$ cat src/rtl/nx_fifo_rd_stage.sv
// nx_fifo_rd_stage: drains an nx_fifo into a valid/ready stream through a 2-entry skid buffer
// Ports:
//   clk_i, rst_n_i     clock, asynchronous active-low reset
//   clear_i            synchronous flush of skid buffer and counters
//   fifo_empty_i       upstream nx_fifo empty
//   fifo_rdata_i       upstream head word, valid when fifo_empty_i=0
//   fifo_ren_o         pop strobe to upstream (never asserted while empty)
//   out_valid_o/out_ready_i/out_data_o  downstream stream
//   pop_count_o        words popped since reset/clear, wraps
//   stall_count_o      saturating valid&&!ready cycle count, only with NX_FIFO_RD_PERF_EN
module nx_fifo_rd_stage #(
    parameter int WIDTH      = 32,
    parameter int COUNT_W    = 16,
    parameter bit DATA_RESET = 1'b1
) (
    input  logic               clk_i,
    input  logic               rst_n_i,
    input  logic               clear_i,
    input  logic               fifo_empty_i,
    input  logic [WIDTH-1:0]   fifo_rdata_i,
    output logic               fifo_ren_o,
    output logic               out_valid_o,
    input  logic               out_ready_i,
    output logic [WIDTH-1:0]   out_data_o,
`ifdef NX_FIFO_RD_PERF_EN
    output logic [COUNT_W-1:0] stall_count_o,
`endif
    output logic [COUNT_W-1:0] pop_count_o
);
    logic               init_q;
    logic [1:0]         cnt_q, cnt_d;
    logic               head_q, head_d, tail_q, tail_d;
    logic [COUNT_W-1:0] pop_q, pop_d;
    logic [WIDTH-1:0]   mem_q [2];
    logic               pop_out;

    assign out_valid_o = cnt_q != 2'd0;
    assign out_data_o  = out_valid_o ? mem_q[head_q] : '0;
    assign pop_out     = out_valid_o && out_ready_i;
    // init_q holds off the first pop until one edge after reset release
    assign fifo_ren_o  = init_q && !clear_i && !fifo_empty_i && (cnt_q != 2'd2 || pop_out);
    assign pop_count_o = pop_q;

    always_comb begin
        cnt_d  = clear_i ? 2'd0 : cnt_q + 2'(fifo_ren_o) - 2'(pop_out);
        head_d = clear_i ? 1'b0 : head_q ^ pop_out;
        tail_d = clear_i ? 1'b0 : tail_q ^ fifo_ren_o;
        pop_d  = clear_i ? '0 : pop_q + COUNT_W'(fifo_ren_o);
    end

    always_ff @(posedge clk_i or negedge rst_n_i) begin
        if (!rst_n_i) begin
            init_q <= 1'b0;
            cnt_q  <= 2'd0;
            head_q <= 1'b0;
            tail_q <= 1'b0;
            pop_q  <= '0;
        end else begin
            init_q <= 1'b1;
            cnt_q  <= cnt_d;
            head_q <= head_d;
            tail_q <= tail_d;
            pop_q  <= pop_d;
        end
    end

    // Entries outside the occupied range are masked on out_data_o, so reset is optional
    if (DATA_RESET) begin : g_data_rst
        always_ff @(posedge clk_i or negedge rst_n_i) begin
            if (!rst_n_i) begin
                mem_q[0] <= '0;
                mem_q[1] <= '0;
            end else if (fifo_ren_o) begin
                mem_q[tail_q] <= fifo_rdata_i;
            end
        end
    end else begin : g_data_nrst
        always_ff @(posedge clk_i) begin
            if (fifo_ren_o) mem_q[tail_q] <= fifo_rdata_i;
        end
    end

`ifdef NX_FIFO_RD_PERF_EN
    logic [COUNT_W-1:0] stall_q, stall_d;
    assign stall_count_o = stall_q;
    always_comb begin
        stall_d = clear_i ? '0 :
                  (out_valid_o && !out_ready_i && stall_q != '1) ? stall_q + 1'b1 : stall_q;
    end
    always_ff @(posedge clk_i or negedge rst_n_i) begin
        if (!rst_n_i) stall_q <= '0;
        else          stall_q <= stall_d;
    end
`endif
endmodule

$ cat config.mk
export PLATFORM = sky130hd
export DESIGN_NAME = nx_fifo_rd_stage
export DESIGN_NICKNAME = d
export VERILOG_FILES = /design/src/rtl/nx_fifo_rd_stage.sv
export SDC_FILE = /design/constraint.sdc
export NUM_CORES = 1
export LEC_CHECK = 0
export BUFFER_PORTS_ARGS = -buffer_cell sky130_fd_sc_hd__buf_4
export CORE_MARGIN = 2
export CORE_UTILIZATION = 30
export CTS_CLUSTER_SIZE = 30
export DETAILED_ROUTE_END_ITERATION = 10
export GPL_ROUTABILITY_DRIVEN = 0
export MAX_ROUTING_LAYER = met4
export SLEW_MARGIN = 20
export SYNTH_ARGS = -nofsm -noshare
export SYNTH_HDL_FRONTEND = slang
export SYNTH_SLANG_ARGS = --single-unit
$ cat constraint.sdc
create_clock -name clk_i -period 5.85 [get_ports clk_i]
set_input_delay 1.17 -clock clk_i [delete_from_list [all_inputs] [get_ports clk_i]]
set_output_delay 1.17 -clock clk_i [all_outputs]
set_load 0.01 [all_outputs]
### Word level (Yosys, flattened, before mapping)

Index checks and enable logic that the tools add are counted.

| storage, ports and cells | value |
|---|---|
| bits in registers | 85 |
| output and inout bits | 50 |
| logic and storage cells | 38 |

| operators by class | value |
|---|---|
| $add $sub $neg | 3 |
| $lt $le $gt $ge | 3 |
| eq/ne operators | 1 |
| multiplexer cells | 11 |
| bitwise operators | 4 |
| reduce and logical (&&, ||, !) cells | 9 |

Operators by type and width:

| cell | count |
|---|---|
| 2-to-1 mux 32 bit | 5 |
| bitwise mux 64 bit | 1 |
| demux 32 bit (select 1 bit) | 1 |
| adder 16 x 1 -> 16 bit | 1 |
| 2-to-1 mux 16 bit | 1 |
| logical AND 1 bit | 5 |
| >= comparator 2 bit (second input constant) | 2 |
| NOT 1 -> 2 bit | 2 |
| adder 2 x 1 -> 2 bit | 1 |
| zero test 1 bit | 2 |
| less-than comparator 2 x 1 -> 1 bit (second input constant) | 1 |
| 2-to-1 mux 1 bit | 2 |
| 2-to-1 mux 2 bit | 1 |
| != test 2 bit (second input constant) | 1 |
| nonzero test 2 bit | 1 |
| subtractor 2 x 1 -> 2 bit | 1 |
| bitwise XOR 1 bit | 2 |
| logical OR 1 bit | 1 |

### Logic depth before layout (Yosys ltp)

Gate-level depths: netlist (run 1).

| logic depth | value |
|---|---|
| depth in word-level cells | 7 |
| depth in mapped cells | 9 |
| gate-level depth less buffers | 7 |

### Least setup slack after synthesis (run 1)

OpenSTA, ideal clock, no wires.

| timing path | value |
|---|---|
| path kind | input -> register |
| from | input port clear_i |
| to | register pop_q[15] (netlist: pop_count_o[15]) |
| library setup time | 0.125 ns |
| data arrival time | 3.037 ns |
| data required time | 5.725 ns |
| path slack | 2.688 ns |
| stages | 8 |
| cells stage by stage | clkbuf_1 > nor2_1 > nand2_1 > a21oi_1 > ha_1 > nand4_1 > nor4_1 > mux2_2 |

| on the way | value |
|---|---|
| longest elaborated chain between the ends | 6 |

RTL lines:

| element | RTL line | source |
|---|---|---|
| from (decl) | 18 | `input logic clear_i,` |
| zero test 1 bit | 41 | `assign fifo_ren_o = init_q && !clear_i && !fifo_empty_i && (cnt_q != 2'd2 \|\| pop_out);` |
| logical AND 1 bit (3 in series) | 41 |  |
| via fifo_ren_o | 21 | `output logic fifo_ren_o,` |
| adder 16 x 1 -> 16 bit | 48 | `pop_d = clear_i ? '0 : pop_q + COUNT_W'(fifo_ren_o);` |
| 2-to-1 mux 16 bit | 48 |  |
| via pop_d[15] | 33 | `logic [COUNT_W-1:0] pop_q, pop_d;` |
| to (signal assigned) | 63 | `pop_q <= pop_d;` |
| to (decl) | 33 |  |

The timed path passes the listed nets, and every way through them passes these cells.
A chain may end at the register's enable or synchronous reset.

### Worst setup path in the final report (run 1)

| timing path | value |
|---|---|
| from | input port clear_i |
| to | output port fifo_ren_o |

| on the way | value |
|---|---|
| longest elaborated chain between the ends | 4 |

RTL lines:

| element | RTL line |
|---|---|
| zero test 1 bit | 41 |
| logical AND 1 bit (3 in series) | 41 |
| to (decl) | 21 |

Every way passes these cells.

==> metrics.txt, run 1 <==
# TYPE chip_impl_metric gauge
chip_impl_info{name="status",value="complete, no violations"} 1
chip_impl_metric{name="die_width",unit="um"} 118.2
chip_impl_info{name="dominant_combinational_cell_family_by_area_after_synthesis",value="multiplexers"} 1
chip_impl_metric{name="yosys.area_share.simple",unit="%"} 9.117
chip_impl_metric{name="vias_per_cell",unit=""} 4.603
chip_impl_metric{name="die_height",unit="um"} 118.2
chip_impl_metric{name="critPathBufInv",unit=""} 2
chip_impl_metric{name="period_needed",unit="ns"} 3.396
chip_impl_info{name="tritoncts",value="done"} 1
chip_impl_metric{name="skew",unit="ns"} 0.007025
chip_impl_metric{name="die_area",unit="um^2"} 13970
chip_impl_metric{name="vdd.ir_drop.worst",unit="mV"} 0.1364
chip_impl_metric{name="post_route_cells_drive_above_1_share",unit="%"} 42.79
chip_impl_metric{name="yosys_warnings",unit=""} 0
chip_impl_metric{name="globalRouteOverflowTotal",unit=""} 0
chip_impl_metric{name="syn_area_per_cell",unit="um^2"} 12.26
chip_impl_metric{name="slowest_delay",unit="ns"} 0.43
chip_impl_info{name="rsz0062_at_grt",value="no"} 1
chip_impl_metric{name="timing_worst_slew_pin_value",unit="ns"} 1.056
chip_impl_metric{name="power_density",unit="nW/um^2"} 396.7
chip_impl_info{name="setup.worst_path.end_class",value="primary output"} 1
chip_impl_metric{name="post-route-period-util",unit="%"} 58.05
chip_impl_metric{name="finalSetupTns",unit="ns"} 0
chip_impl_metric{name="synth-adder-area-share",unit="%"} 1.919
chip_impl_metric{name="timing.reg2reg.worst_path_depth",unit=""} 4
chip_impl_metric{name="swShare",unit="%"} 27.49
chip_impl_metric{name="multi_input_area",unit="um^2"} 1682
chip_impl_info{name="worst_r2r_startpoint",value="cnt_q[0]"} 1
chip_impl_info{name="rr_endpoint",value="mem_q[22]"} 1
chip_impl_metric{name="place.detailed.hpwl",unit="um"} 5342
chip_impl_metric{name="postCtsHoldBufs",unit=""} 0
chip_impl_metric{name="drt_first_iter_violations",unit=""} 143
chip_impl_metric{name="core_region_area",unit="um^2"} 12670
chip_impl_metric{name="arrival",unit="ns"} 2.23
chip_impl_metric{name="share_seq_of_total_power",unit="%"} 42.2
chip_impl_metric{name="num-fill-cells",unit=""} 1227
chip_impl_metric{name="worst_path_maximum_fanout",unit=""} 26
chip_impl_metric{name="cell_internal_pwr",unit="uW"} 1453
chip_impl_info{name="critical_path_launch_point_type",value="input port"} 1
chip_impl_metric{name="ys_seq_area_share",unit="%"} 54.38
chip_impl_info{name="critPathMostFrequentCell",value="sky130_fd_sc_hd__buf_4"} 1
chip_impl_metric{name="syn2layout_area_growth",unit="%"} 29.11
chip_impl_metric{name="first_global_vias",unit=""} 2694
chip_impl_info{name="hp-class",value="reg2reg"} 1
chip_impl_metric{name="synth_xor_area_share",unit="%"} 1.567
chip_impl_metric{name="postSynthRegisterBits",unit=""} 85
chip_impl_metric{name="post_cts_resize_count",unit=""} 0
chip_impl_metric{name="floorplan.initialDensity",unit="%"} 30.87
chip_impl_metric{name="all_layer_gr_usage",unit="%"} 12.53
chip_impl_metric{name="leakage",unit="uW"} 0.002289
chip_impl_metric{name="timing.max_cap.violations",unit=""} 0
chip_impl_metric{name="syn-cell-area",unit="um^2"} 3911
chip_impl_metric{name="finalHoldViolCount",unit=""} 0
chip_impl_metric{name="post_synth_inst_count",unit=""} 319
chip_impl_metric{name="std_cell_rows",unit=""} 41
chip_impl_info{name="cpLargestDelayFamily",value="buffers and inverters"} 1
chip_impl_metric{name="drc",unit=""} 0
chip_impl_info{name="hold_start",value="mem_q[59]"} 1
chip_impl_metric{name="post_detailed_route_count_of_antenna_violating_nets",unit=""} 0
chip_impl_metric{name="cts_sinks",unit=""} 85
chip_impl_info{name="buffer_type_at_the_clock_tree_root",value="sky130_fd_sc_hd__clkbuf_16"} 1
chip_impl_metric{name="whs_path_depth",unit=""} 1
chip_impl_metric{name="buffer_ports.inserted",unit=""} 86
chip_impl_metric{name="fin_cells",unit=""} 574
chip_impl_metric{name="postSynthNetCount",unit=""} 362
chip_impl_metric{name="register_area",unit="um^2"} 2128
chip_impl_metric{name="routed_wire_length_per_instance",unit="um"} 14.43
chip_impl_metric{name="cts.path.max_buffers",unit=""} 2
chip_impl_info{name="hold_end",value="mem_q[59]"} 1
chip_impl_metric{name="ys_types",unit=""} 23
chip_impl_metric{name="io_pins",unit=""} 87
chip_impl_metric{name="dr.pass1.iters",unit=""} 4
chip_impl_metric{name="worst_case_register_to_register_setup_slack",unit="ns"} 3.47
chip_impl_metric{name="vias",unit=""} 2642
chip_impl_metric{name="compound_cell_area_share_of_the_yosys_netlist",unit="%"} 1.919
chip_impl_metric{name="clk_pin_slew",unit="ns"} 0.05
chip_impl_metric{name="report.final.setup_viol",unit=""} 0
chip_impl_metric{name="switchingPower",unit="uW"} 550.8
chip_impl_metric{name="antennaDiodeCount",unit=""} 0
chip_impl_metric{name="insertion_delay",unit="ns"} 0.34
chip_impl_metric{name="final-max-slew-violation-count",unit=""} 0
chip_impl_metric{name="cts_inserted_buffers",unit=""} 9
chip_impl_metric{name="yosys-mux-area-fraction",unit="%"} 28.06
chip_impl_metric{name="antenna_found_initial",unit=""} 0
chip_impl_metric{name="power.combinational.fraction",unit="%"} 25.9
chip_impl_metric{name="cts_setup_buffers",unit=""} 0
chip_impl_metric{name="relative_contribution_of_the_clock_network_to_total_power",unit="%"} 32.0
chip_impl_info{name="crit_type",value="in2out"} 1
chip_impl_metric{name="h-tree-depth",unit=""} 3
chip_impl_metric{name="num-nets-final",unit=""} 440
chip_impl_metric{name="cp.required",unit="ns"} 4.68
chip_impl_info{name="cell_at_the_slowest_stage_of_the_critical_path",value="sky130_fd_sc_hd__a21oi_1"} 1
chip_impl_metric{name="worst_slew_margin_rel",unit="%"} 29.58
chip_impl_metric{name="max_freq",unit="GHz"} 0.2945
chip_impl_metric{name="grt_pass1_wl",unit="um"} 13380
chip_impl_metric{name="grt_max_degree",unit=""} 86
chip_impl_info{name="critical_path.cell_chain",value="buf_4, nor2_1, nand2_1, a21oi_1, buf_4"} 1
chip_impl_metric{name="placed_cells_incl_taps",unit=""} 558
chip_impl_metric{name="totalWireLength",unit="um"} 8280
## flip-flops by register name (all words and copies together) (netlist names)
name         flops
mem_q           64
pop_count_o     16
cnt_q            2
head_q           1
init_q           1
tail_q           1
## layout by cell type, fill, tap and decap left out, types with 5 or more instances in the layout
cell type                   netlist  final
sky130_fd_sc_hd__clkbuf_16        0      9
sky130_fd_sc_hd__mux2_2          65     65
sky130_fd_sc_hd__nor2_1          47     46
sky130_fd_sc_hd__nor4_1           5      5
sky130_fd_sc_hd__nand2_1          5      5
sky130_fd_sc_hd__o21ai_0          5      5
sky130_fd_sc_hd__nor2b_1          7      7
sky130_fd_sc_hd__dfrtp_1         85     84
sky130_fd_sc_hd__inv_1            8      8
sky130_fd_sc_hd__a21oi_1          7      7
sky130_fd_sc_hd__buf_4            0     85
sky130_fd_sc_hd__mux2i_1         32     32
## metal layers
metal	share of wire [%]	track usage, %
met4	1.8	5.873
met3	5.4	3.620
met5	0	-
met1	44	14.89
met2	48	19.62
## kinds of logic (layout without fill, tap and decap cells)
kind of cell | after synthesis | in the layout
adders and majority gates | 6 | 6
and+or+nand+nor | 78 | 78
xor gates and xnor gates | 7 | 7
buffers and inverters | 27 | 110
AOI/OAI and AO/OA | 14 | 14
muxes | 101 | 101
other | 1 | 1
DFF | 85 | 85
## cell usage after synthesis
cell type / instances / area, um^2
sky130_fd_sc_hd__mux2i_1: 32 / 320.3
sky130_fd_sc_hd__o31ai_1: 2 / 15.01
sky130_fd_sc_hd__conb_1: 1 / 3.750
sky130_fd_sc_hd__ha_1: 6 / 75.07
sky130_fd_sc_hd__buf_2: 11 / 55.05
sky130_fd_sc_hd__or3_1: 3 / 18.77
sky130_fd_sc_hd__o21ai_0: 5 / 25.02
sky130_fd_sc_hd__a21oi_1: 7 / 35.03
sky130_fd_sc_hd__nand2_1: 5 / 18.77
sky130_fd_sc_hd__nor2b_1: 7 / 43.79
sky130_fd_sc_hd__clkbuf_1: 8 / 30.03
sky130_fd_sc_hd__or4_1: 2 / 15.01
sky130_fd_sc_hd__inv_1: 8 / 30.03
sky130_fd_sc_hd__mux2_1: 4 / 45.04
sky130_fd_sc_hd__nand3_1: 4 / 20.02
sky130_fd_sc_hd__nor2_1: 47 / 176.4
sky130_fd_sc_hd__dfrtp_1: 85 / 2127
sky130_fd_sc_hd__nand4_1: 4 / 25.02
sky130_fd_sc_hd__nor4_1: 5 / 31.28
sky130_fd_sc_hd__or3_2: 1 / 7.510
sky130_fd_sc_hd__xnor2_1: 3 / 26.28
sky130_fd_sc_hd__mux2_2: 65 / 732.0
sky130_fd_sc_hd__xor2_1: 4 / 35.03
## area by class of cell
| class | count | area share [%] |
|---|---|---|
| clock buffer | 13 | 5.550 |
| clock inverter | 3 | 1.288 |
| inverter | 8 | 0.5946 |
| multi-input combinational | 207 | 33.30 |
| sequential | 85 | 42.15 |
| tap | 172 | 4.262 |
| timing repair buffer | 86 | 12.86 |
## how the worst max path moves through the flow
stage	start	cells past startpoint	endpoint	slack, ns
2_1_floorplan	clear_i	8	pop_count_o[15]	2.69
3_3_place_gp	clear_i	6	mem_q[46]	2.44
3_5_place_dp	clear_i	6	mem_q[42]	2.36
4_1_cts	clear_i	5	fifo_ren_o	2.42
5_1_grt	clear_i	5	fifo_ren_o	2.33
6_report	clear_i	5	fifo_ren_o	2.45
## worst reg2reg max path: cells and delay by family, from the launching register on
kind            cells  cell delay [ns]
compound gates      1             0.46
simple gates        1             0.07
flops               1             0.42
fa+ha+maj           1             0.89
mux                 1             0.42
## power groups by stage
| stage | clock network (uW) | logic, uW | registers [uW] |
|---|---|---|---|
| after floorplan | 0 | 366 | 796 |
| after global placement | 0 | 521 | 850 |
| after detailed placement | 0 | 529 | 859 |
| after CTS | 659 | 531 | 847 |
| after global routing | 684 | 570 | 866 |
| final | 640 | 519 | 845 |
## stage by stage
| step | cell area, um^2 | total power (uW) | hold WS [ns] | setup WS [ns] | util, % |
|---|---|---|---|---|---|
| after detailed placement | 4701 | 1388 | 0.4748 | 2.364 | 37.10 |
| after global placement | 4701 | 1370 | 0.4667 | 2.443 | 37.10 |
| after CTS | 5046 | 2038 | 0.4869 | 2.420 | 39.82 |
| after global routing | 5050 | 2121 | 0.5094 | 2.331 | 39.85 |
| final | 5050 | 2003 | 0.4843 | 2.454 | 39.85 |
| after floorplan | 3911 | 1162 | 0.4574 | 2.688 | - |
No activity file was read; power rests on OpenSTA's default activity.
==> inputs of run 2 (changes only) <==
==> constraint.sdc (replaced) <==
create_clock -name clk_i -period 3.3 [get_ports clk_i]
set_input_delay 0.66 -clock clk_i [delete_from_list [all_inputs] [get_ports clk_i]]
set_output_delay 0.66 -clock clk_i [all_outputs]
set_load 0.01 [all_outputs]
==> metrics.txt, run 2 (synthesis gave the netlist of run 1 again) <==
# TYPE chip_impl_metric gauge
chip_impl_metric{name="antenna_found_initial",unit=""} 0
chip_impl_metric{name="drt_first_iter_violations",unit=""} 126
chip_impl_metric{name="largest_register_ffs",unit=""} 64
chip_impl_metric{name="skew",unit="ns"} 0.01206
chip_impl_metric{name="post_route_cells_drive_above_1_share",unit="%"} 43.41
chip_impl_info{name="setup.worst_path.end_class",value="primary output"} 1
chip_impl_info{name="layout_commonest_cell",value="sky130_fd_sc_hd__buf_4"} 1
chip_impl_metric{name="first_global_vias",unit=""} 2780
chip_impl_metric{name="worst_path_maximum_fanout",unit=""} 20
chip_impl_metric{name="antennaDiodeCount",unit=""} 0
chip_impl_metric{name="post_cts_resize_count",unit=""} 0
chip_impl_metric{name="die_area",unit="um^2"} 13970
chip_impl_metric{name="register_area",unit="um^2"} 2128
chip_impl_metric{name="wirelength_met1",unit="um"} 3800
chip_impl_metric{name="max_freq",unit="GHz"} 0.3932
chip_impl_info{name="critical_path.cell_chain",value="buf_4, mux2i_1, nor2_1, buf_4"} 1
chip_impl_metric{name="post_detailed_route_count_of_antenna_violating_nets",unit=""} 0
chip_impl_metric{name="worst_case_register_to_register_setup_slack",unit="ns"} 1.14
chip_impl_metric{name="cts_setup_buffers",unit=""} 0
chip_impl_metric{name="globalRouteOverflowTotal",unit=""} 0
chip_impl_metric{name="multi_input_area",unit="um^2"} 1682
chip_impl_metric{name="report.final.setup_viol",unit=""} 0
chip_impl_metric{name="insertion_delay",unit="ns"} 0.34
chip_impl_metric{name="die_width",unit="um"} 118.2
chip_impl_metric{name="core_region_area",unit="um^2"} 12670
chip_impl_metric{name="h-tree-depth",unit=""} 3
chip_impl_info{name="critical_path.startpoint",value="head_q"} 1
chip_impl_info{name="crit_type",value="reg2out"} 1
chip_impl_metric{name="dr.pass1.iters",unit=""} 4
chip_impl_info{name="cell_at_the_slowest_stage_of_the_critical_path",value="sky130_fd_sc_hd__dfrtp_2"} 1
chip_impl_info{name="buffer_type_at_the_clock_tree_root",value="sky130_fd_sc_hd__clkbuf_16"} 1
chip_impl_metric{name="num-fill-cells",unit=""} 1246
chip_impl_metric{name="finalHoldViolCount",unit=""} 0
chip_impl_metric{name="io_pins",unit=""} 87
chip_impl_metric{name="final-max-slew-violation-count",unit=""} 0
chip_impl_info{name="hp-class",value="in2async"} 1
chip_impl_metric{name="all_layer_gr_usage",unit="%"} 12.82
chip_impl_info{name="critical_path_launch_point_type",value="register"} 1
chip_impl_metric{name="cp.required",unit="ns"} 2.64
chip_impl_metric{name="timing.max_cap.violations",unit=""} 0
chip_impl_metric{name="place.detailed.hpwl",unit="um"} 5579
chip_impl_info{name="most-common-layout-cells",value="93 x sky130_fd_sc_hd__buf_4, 84 x sky130_fd_sc_hd__dfrtp_1, 65 x sky130_fd_sc_hd__mux2_2, 46 x sky130_fd_sc_hd__nor2_1, 32 x sky130_fd_sc_hd__mux2i_1"} 1
chip_impl_metric{name="met3_wirelength",unit="um"} 373
chip_impl_metric{name="routed_wire_length_per_instance",unit="um"} 14.20
chip_impl_metric{name="fin_cells",unit=""} 582
chip_impl_metric{name="power_density",unit="nW/um^2"} 668.5
chip_impl_metric{name="grt_pass1_wl",unit="um"} 13900
chip_impl_metric{name="vias_per_cell",unit=""} 4.576
chip_impl_metric{name="grt_max_degree",unit=""} 86
chip_impl_info{name="top_signal_layer_used",value="met4"} 1
chip_impl_metric{name="period_needed",unit="ns"} 2.543
chip_impl_metric{name="syn2layout_area_growth",unit="%"} 28.98
chip_impl_metric{name="num-nets-final",unit=""} 448
chip_impl_metric{name="postCtsHoldBufs",unit=""} 0
chip_impl_metric{name="totalWireLength",unit="um"} 8266
chip_impl_metric{name="die_height",unit="um"} 118.2
chip_impl_metric{name="buffer_ports.inserted",unit=""} 86
chip_impl_metric{name="arrival",unit="ns"} 1.88
chip_impl_metric{name="vias",unit=""} 2663
chip_impl_metric{name="vdd.ir_drop.worst",unit="mV"} 0.2223
chip_impl_info{name="worst_r2r_startpoint",value="cnt_q[0]"} 1
chip_impl_metric{name="worst_slew_margin_rel",unit="%"} 49.65
chip_impl_info{name="rr_endpoint",value="pop_count_o[14]"} 1
chip_impl_info{name="tritoncts",value="done"} 1
chip_impl_metric{name="leakage",unit="uW"} 0.002291
chip_impl_info{name="reg_with_most_ffs",value="mem_q"} 1
chip_impl_metric{name="post-route-period-util",unit="%"} 77.06
chip_impl_metric{name="detailroute.wirelength.met2",unit="um"} 3948
chip_impl_metric{name="timing_worst_slew_pin_value",unit="ns"} 0.7553
chip_impl_info{name="critPathMostFrequentCell",value="sky130_fd_sc_hd__buf_4"} 1
chip_impl_metric{name="placed_cells_incl_taps",unit=""} 566
chip_impl_metric{name="timing.reg2reg.worst_path_depth",unit=""} 6
chip_impl_metric{name="std_cell_rows",unit=""} 41
chip_impl_metric{name="floorplan.initialDensity",unit="%"} 30.87
chip_impl_metric{name="clk_pin_slew",unit="ns"} 0.06
chip_impl_metric{name="cts_sinks",unit=""} 85
chip_impl_metric{name="drc",unit=""} 0
chip_impl_metric{name="finalSetupTns",unit="ns"} 0
chip_impl_info{name="rsz0062_at_grt",value="no"} 1
chip_impl_metric{name="cts.path.max_buffers",unit=""} 2
chip_impl_metric{name="cts_inserted_buffers",unit=""} 9
chip_impl_metric{name="slowest_delay",unit="ns"} 0.77
chip_impl_info{name="status",value="complete, no violations"} 1
chip_impl_info{name="setup_crit_end",value="out_data_o[6]"} 1
-- run 2: final cells by class --
class / count / area share (%)
clock inverters: 3 / 0.3968
inverters: 8 / 0.5952
multi-input cells: 207 / 33.33
clock buffers: 13 / 5.159
flip-flops and latches: 85 / 42.19
well taps: 172 / 4.266
repair buffers: 94 / 14.06
-- run 2: per-stage QoR --
stage	power (uW)	hold WS, ns	instance area, um^2	util [%]	setup WS [ns]
CTS	3444	0.4883	5041	39.78	0.6737
detailed placement	2480	0.4762	4761	37.57	0.5838
floorplan	2060	0.3644	3911	-	0.6479
finish	3373	0.3715	5045	39.81	0.7569
global placement	2444	0.4666	4761	37.57	0.6774
global route	3589	0.4375	5045	39.81	0.6081
-- run 2: worst max-delay path: cells and delay by family (launching register included) --
kind	cells	cell delay, ns
DFF	1	0.77
and+or+nand+nor	1	0.06
buffers and inverters	2	0.51
muxes	1	0.20
-- run 2: worst min-delay path by stage --
stage / from / slack [ns] / depth (start not counted) / to
after floorplan: rst_n_i / 0.36 / 0 / cnt_q[0]
after global placement: mem_q[59] / 0.47 / 1 / mem_q[59]
after detailed placement: mem_q[59] / 0.48 / 1 / mem_q[59]
after CTS: mem_q[59] / 0.49 / 1 / mem_q[59]
after global routing: rst_n_i / 0.44 / 1 / pop_count_o[12]
final: rst_n_i / 0.37 / 1 / pop_count_o[7]
-- run 2: report_power, final --
part / switching, uW / internal [uW]
clock network: 392 / 550
logic: 420 / 544
registers: 166 / 1300
total: 977 / 2400
-- run 2: layer usage --
metal,global-route usage [%],vias to the layer above
li1,-,1269
met1,15.48,1329
met2,20.52,54
met3,3.234,11
met4,5.196,0
met5,-,-
==> inputs of run 3 (changes only) <==
--- a/config.mk
+++ b/config.mk
@@ -5,6 +5,7 @@
 export SDC_FILE = /design/constraint.sdc
 export NUM_CORES = 1
 export LEC_CHECK = 0
+export ABC_AREA = 1
 export BUFFER_PORTS_ARGS = -buffer_cell sky130_fd_sc_hd__buf_4
 export CORE_MARGIN = 2
 export CORE_UTILIZATION = 30
==> constraint.sdc (replaced) <==
create_clock -name clk_i -period 2.19 [get_ports clk_i]
set_input_delay 0.438 -clock clk_i [delete_from_list [all_inputs] [get_ports clk_i]]
set_output_delay 0.438 -clock clk_i [all_outputs]
set_load 0.01 [all_outputs]
==> metrics.txt, run 3 <==
# TYPE chip_impl_metric gauge
chip_impl_metric{name="syn-cell-area",unit="um^2"} 3976
chip_impl_metric{name="ys_seq_area_share",unit="%"} 53.49
chip_impl_metric{name="cts.path.max_buffers",unit=""} 2
chip_impl_metric{name="place.detailed.hpwl",unit="um"} 6209
chip_impl_metric{name="insertion_delay",unit="ns"} 0.34
chip_impl_metric{name="vdd.ir_drop.worst",unit="mV"} 0.4962
chip_impl_metric{name="post_cts_resize_count",unit=""} 0
chip_impl_info{name="critical_path_launch_point_type",value="register"} 1
chip_impl_metric{name="timing.reg2reg.worst_path_depth",unit=""} 4
chip_impl_metric{name="post_route_cells_drive_above_1_share",unit="%"} 28.85
chip_impl_metric{name="clk_pin_slew",unit="ns"} 0.06
chip_impl_metric{name="postCtsHoldBufs",unit=""} 0
chip_impl_metric{name="drc",unit=""} 0
chip_impl_metric{name="period_needed",unit="ns"} 1.982
chip_impl_metric{name="postSynthRegisterBits",unit=""} 85
chip_impl_metric{name="core_region_area",unit="um^2"} 13090
chip_impl_metric{name="die_width",unit="um"} 119.1
chip_impl_metric{name="worst_case_register_to_register_setup_slack",unit="ns"} 0.30
chip_impl_metric{name="leakage",unit="uW"} 0.002474
chip_impl_metric{name="finalSetupTns",unit="ns"} 0
chip_impl_metric{name="timing.max_cap.violations",unit=""} 0
chip_impl_metric{name="post_synth_inst_count",unit=""} 434
chip_impl_info{name="crit_type",value="reg2out"} 1
chip_impl_info{name="rsz0062_at_grt",value="no"} 1
chip_impl_metric{name="asyncSetResetFlopFracSynth",unit="%"} 100.0
chip_impl_info{name="reg_with_most_ffs",value="mem_q"} 1
chip_impl_metric{name="antennaDiodeCount",unit=""} 0
chip_impl_info{name="synth_top_cell_by_area",value="sky130_fd_sc_hd__dfrtp_1"} 1
chip_impl_metric{name="detailroute.wirelength.met2",unit="um"} 4366
chip_impl_info{name="rr_endpoint",value="mem_q[50]"} 1
chip_impl_metric{name="die_area",unit="um^2"} 14190
chip_impl_metric{name="syn_area_per_cell",unit="um^2"} 9.162
chip_impl_metric{name="num-nets-final",unit=""} 560
chip_impl_metric{name="final_hold_slack",unit="ns"} 0.04181
chip_impl_metric{name="ys_types",unit=""} 25
chip_impl_info{name="synth.top_cells.by_area",value="sky130_fd_sc_hd__dfrtp_1 53%, sky130_fd_sc_hd__o21ai_0 8.9%, sky130_fd_sc_hd__mux2_2 8.5%"} 1
chip_impl_metric{name="grt_max_degree",unit=""} 65
chip_impl_metric{name="design_area",unit="um^2"} 5146
chip_impl_metric{name="report.final.setup_viol",unit=""} 0
chip_impl_metric{name="buffer_ports.inserted",unit=""} 86
chip_impl_metric{name="dr.pass1.iters",unit=""} 4
chip_impl_info{name="buffer_type_at_the_clock_tree_root",value="sky130_fd_sc_hd__clkbuf_16"} 1
chip_impl_metric{name="finalHoldViolCount",unit=""} 0
chip_impl_metric{name="h-tree-depth",unit=""} 3
chip_impl_metric{name="totalWireLength",unit="um"} 9083
chip_impl_metric{name="synthDominantCellAreaShare",unit="%"} 53.49
chip_impl_metric{name="post-route-period-util",unit="%"} 90.49
chip_impl_info{name="most-common-layout-cells",value="90 x sky130_fd_sc_hd__buf_4, 84 x sky130_fd_sc_hd__dfrtp_1, 71 x sky130_fd_sc_hd__o21ai_0, 64 x sky130_fd_sc_hd__nand2_1, 62 x sky130_fd_sc_hd__inv_1"} 1
chip_impl_info{name="yosys.cell_count.top_type",value="sky130_fd_sc_hd__dfrtp_1"} 1
chip_impl_info{name="synth_common_cells",value="85 x sky130_fd_sc_hd__dfrtp_1, 71 x sky130_fd_sc_hd__o21ai_0, 64 x sky130_fd_sc_hd__nand2_1, 62 x sky130_fd_sc_hd__inv_1, 39 x sky130_fd_sc_hd__a21oi_1"} 1
chip_impl_metric{name="postSynthNetCount",unit=""} 477
chip_impl_metric{name="first_global_vias",unit=""} 3177
chip_impl_metric{name="post_detailed_route_count_of_antenna_violating_nets",unit=""} 0
chip_impl_metric{name="wirelength_met1",unit="um"} 4167
chip_impl_metric{name="globalRouteOverflowTotal",unit=""} 0
chip_impl_info{name="layout_commonest_cell",value="sky130_fd_sc_hd__buf_4"} 1
chip_impl_info{name="postSynth.topFlopCell",value="sky130_fd_sc_hd__dfrtp_1"} 1
chip_impl_metric{name="skew",unit="ns"} 0.006558
chip_impl_metric{name="dpl-instance-area",unit="um^2"} 4865
chip_impl_metric{name="worst_path_maximum_fanout",unit=""} 33
chip_impl_metric{name="cp.required",unit="ns"} 1.75
chip_impl_metric{name="std_cell_rows",unit=""} 42
chip_impl_metric{name="antenna_found_initial",unit=""} 0
chip_impl_info{name="worst_r2r_startpoint",value="cnt_q[1]"} 1
chip_impl_metric{name="max_freq",unit="GHz"} 0.5046
chip_impl_metric{name="grt_pass1_wl",unit="um"} 15170
chip_impl_info{name="top_signal_layer_used",value="met4"} 1
chip_impl_info{name="hp-class",value="in2async"} 1
chip_impl_metric{name="syn2layout_area_growth",unit="%"} 29.42
chip_impl_metric{name="arrival",unit="ns"} 1.54
chip_impl_metric{name="floorplan.initialDensity",unit="%"} 30.39
chip_impl_metric{name="die_height",unit="um"} 119.1
chip_impl_metric{name="cts_inserted_buffers",unit=""} 9
chip_impl_metric{name="vias_per_cell",unit=""} 4.500
chip_impl_metric{name="final-max-slew-violation-count",unit=""} 0
chip_impl_info{name="status",value="complete, no violations"} 1
chip_impl_metric{name="power_density",unit="nW/um^2"} 1077
chip_impl_metric{name="synth-edff-count",unit=""} 0
chip_impl_metric{name="vias",unit=""} 3132
chip_impl_metric{name="cts_setup_buffers",unit=""} 0
chip_impl_metric{name="largest_register_ffs",unit=""} 64
chip_impl_metric{name="drt_first_iter_violations",unit=""} 155
chip_impl_info{name="setup.worst_path.end_class",value="primary output"} 1
chip_impl_metric{name="all_layer_gr_usage",unit="%"} 13.67
chip_impl_metric{name="routed_wire_length_per_instance",unit="um"} 13.05
chip_impl_info{name="tritoncts",value="done"} 1
chip_impl_metric{name="met3_wirelength",unit="um"} 441
chip_impl_metric{name="cts_sinks",unit=""} 85
chip_impl_metric{name="io_pins",unit=""} 87
chip_impl_metric{name="yosys_warnings",unit=""} 0
## run 3: cell type report
cell class              instances  area, um^2
well taps                     176       220.2
clock buffers                  12       246.5
repair buffers                 95       775.7
multi-input cells             264        1508
clock inverters                 2       35.03
flip-flops and latches         85        2128
fillers                      1288        7939
inverters                      62       232.7
## run 3: per-stage QoR
stage / setup slack (ns) / power, uW / std cells / util [%]
after global placement: 0.1425 / 4045 / 682 / 37.18
after CTS: 0.1611 / 5631 / 696 / 39.33
after global routing: 0.09253 / 5918 / 696 / 39.33
after detailed placement: 0.09231 / 4116 / 682 / 37.18
after floorplan: 0.02322 / 3258 / 434 / -
final: 0.2084 / 5544 / 696 / 39.33
## run 3: worst max path at each step
stage,startpoint,to,slack (ns),cells after the start
after floorplan,clear_i,mem_q[50],0.02,8
after global placement,clear_i,mem_q[42],0.14,7
after detailed placement,clear_i,mem_q[32],0.09,7
after CTS,cnt_q[1],out_data_o[7],0.16,6
after global routing,cnt_q[1],out_data_o[7],0.09,6
final,cnt_q[1],out_data_o[7],0.21,6
## run 3: layer usage
metal | vias up | GRT usage (%)
met4 | 0 | 4.688
met1 | 1495 | 16.78
met2 | 75 | 21.80
met5 | - | -
met3 | 11 | 3.736
li1 | 1551 | -
## run 3: critical path: stages, from the launching register on
cell                      delay, ns
sky130_fd_sc_hd__dfrtp_1       0.41
sky130_fd_sc_hd__nor2_1        0.08
sky130_fd_sc_hd__inv_1         0.09
sky130_fd_sc_hd__buf_12        0.19
sky130_fd_sc_hd__o21ai_0       0.10
sky130_fd_sc_hd__a21oi_1       0.18
sky130_fd_sc_hd__buf_4         0.15
## run 3: kinds of logic after synthesis
| family | count (synthesis) | synth area share (%) |
|---|---|---|
| compound gates | 113 | 14.54 |
| xor+xnor | 4 | 0.8812 |
| fa+ha+maj | 6 | 1.888 |
| buf+inv | 85 | 8.810 |
| flops | 85 | 53.49 |
| mux | 32 | 9.062 |
| other cells | 1 | 0.09431 |
| simple gates | 108 | 11.23 |
## run 3: power breakdown
part | switching (uW) | internal [uW] | total [uW]
Clock | 586 | 901 | 1490
Sequential | 170 | 2030 | 2200
Combinational | 990 | 865 | 1860
Total | 1750 | 3800 | 5540
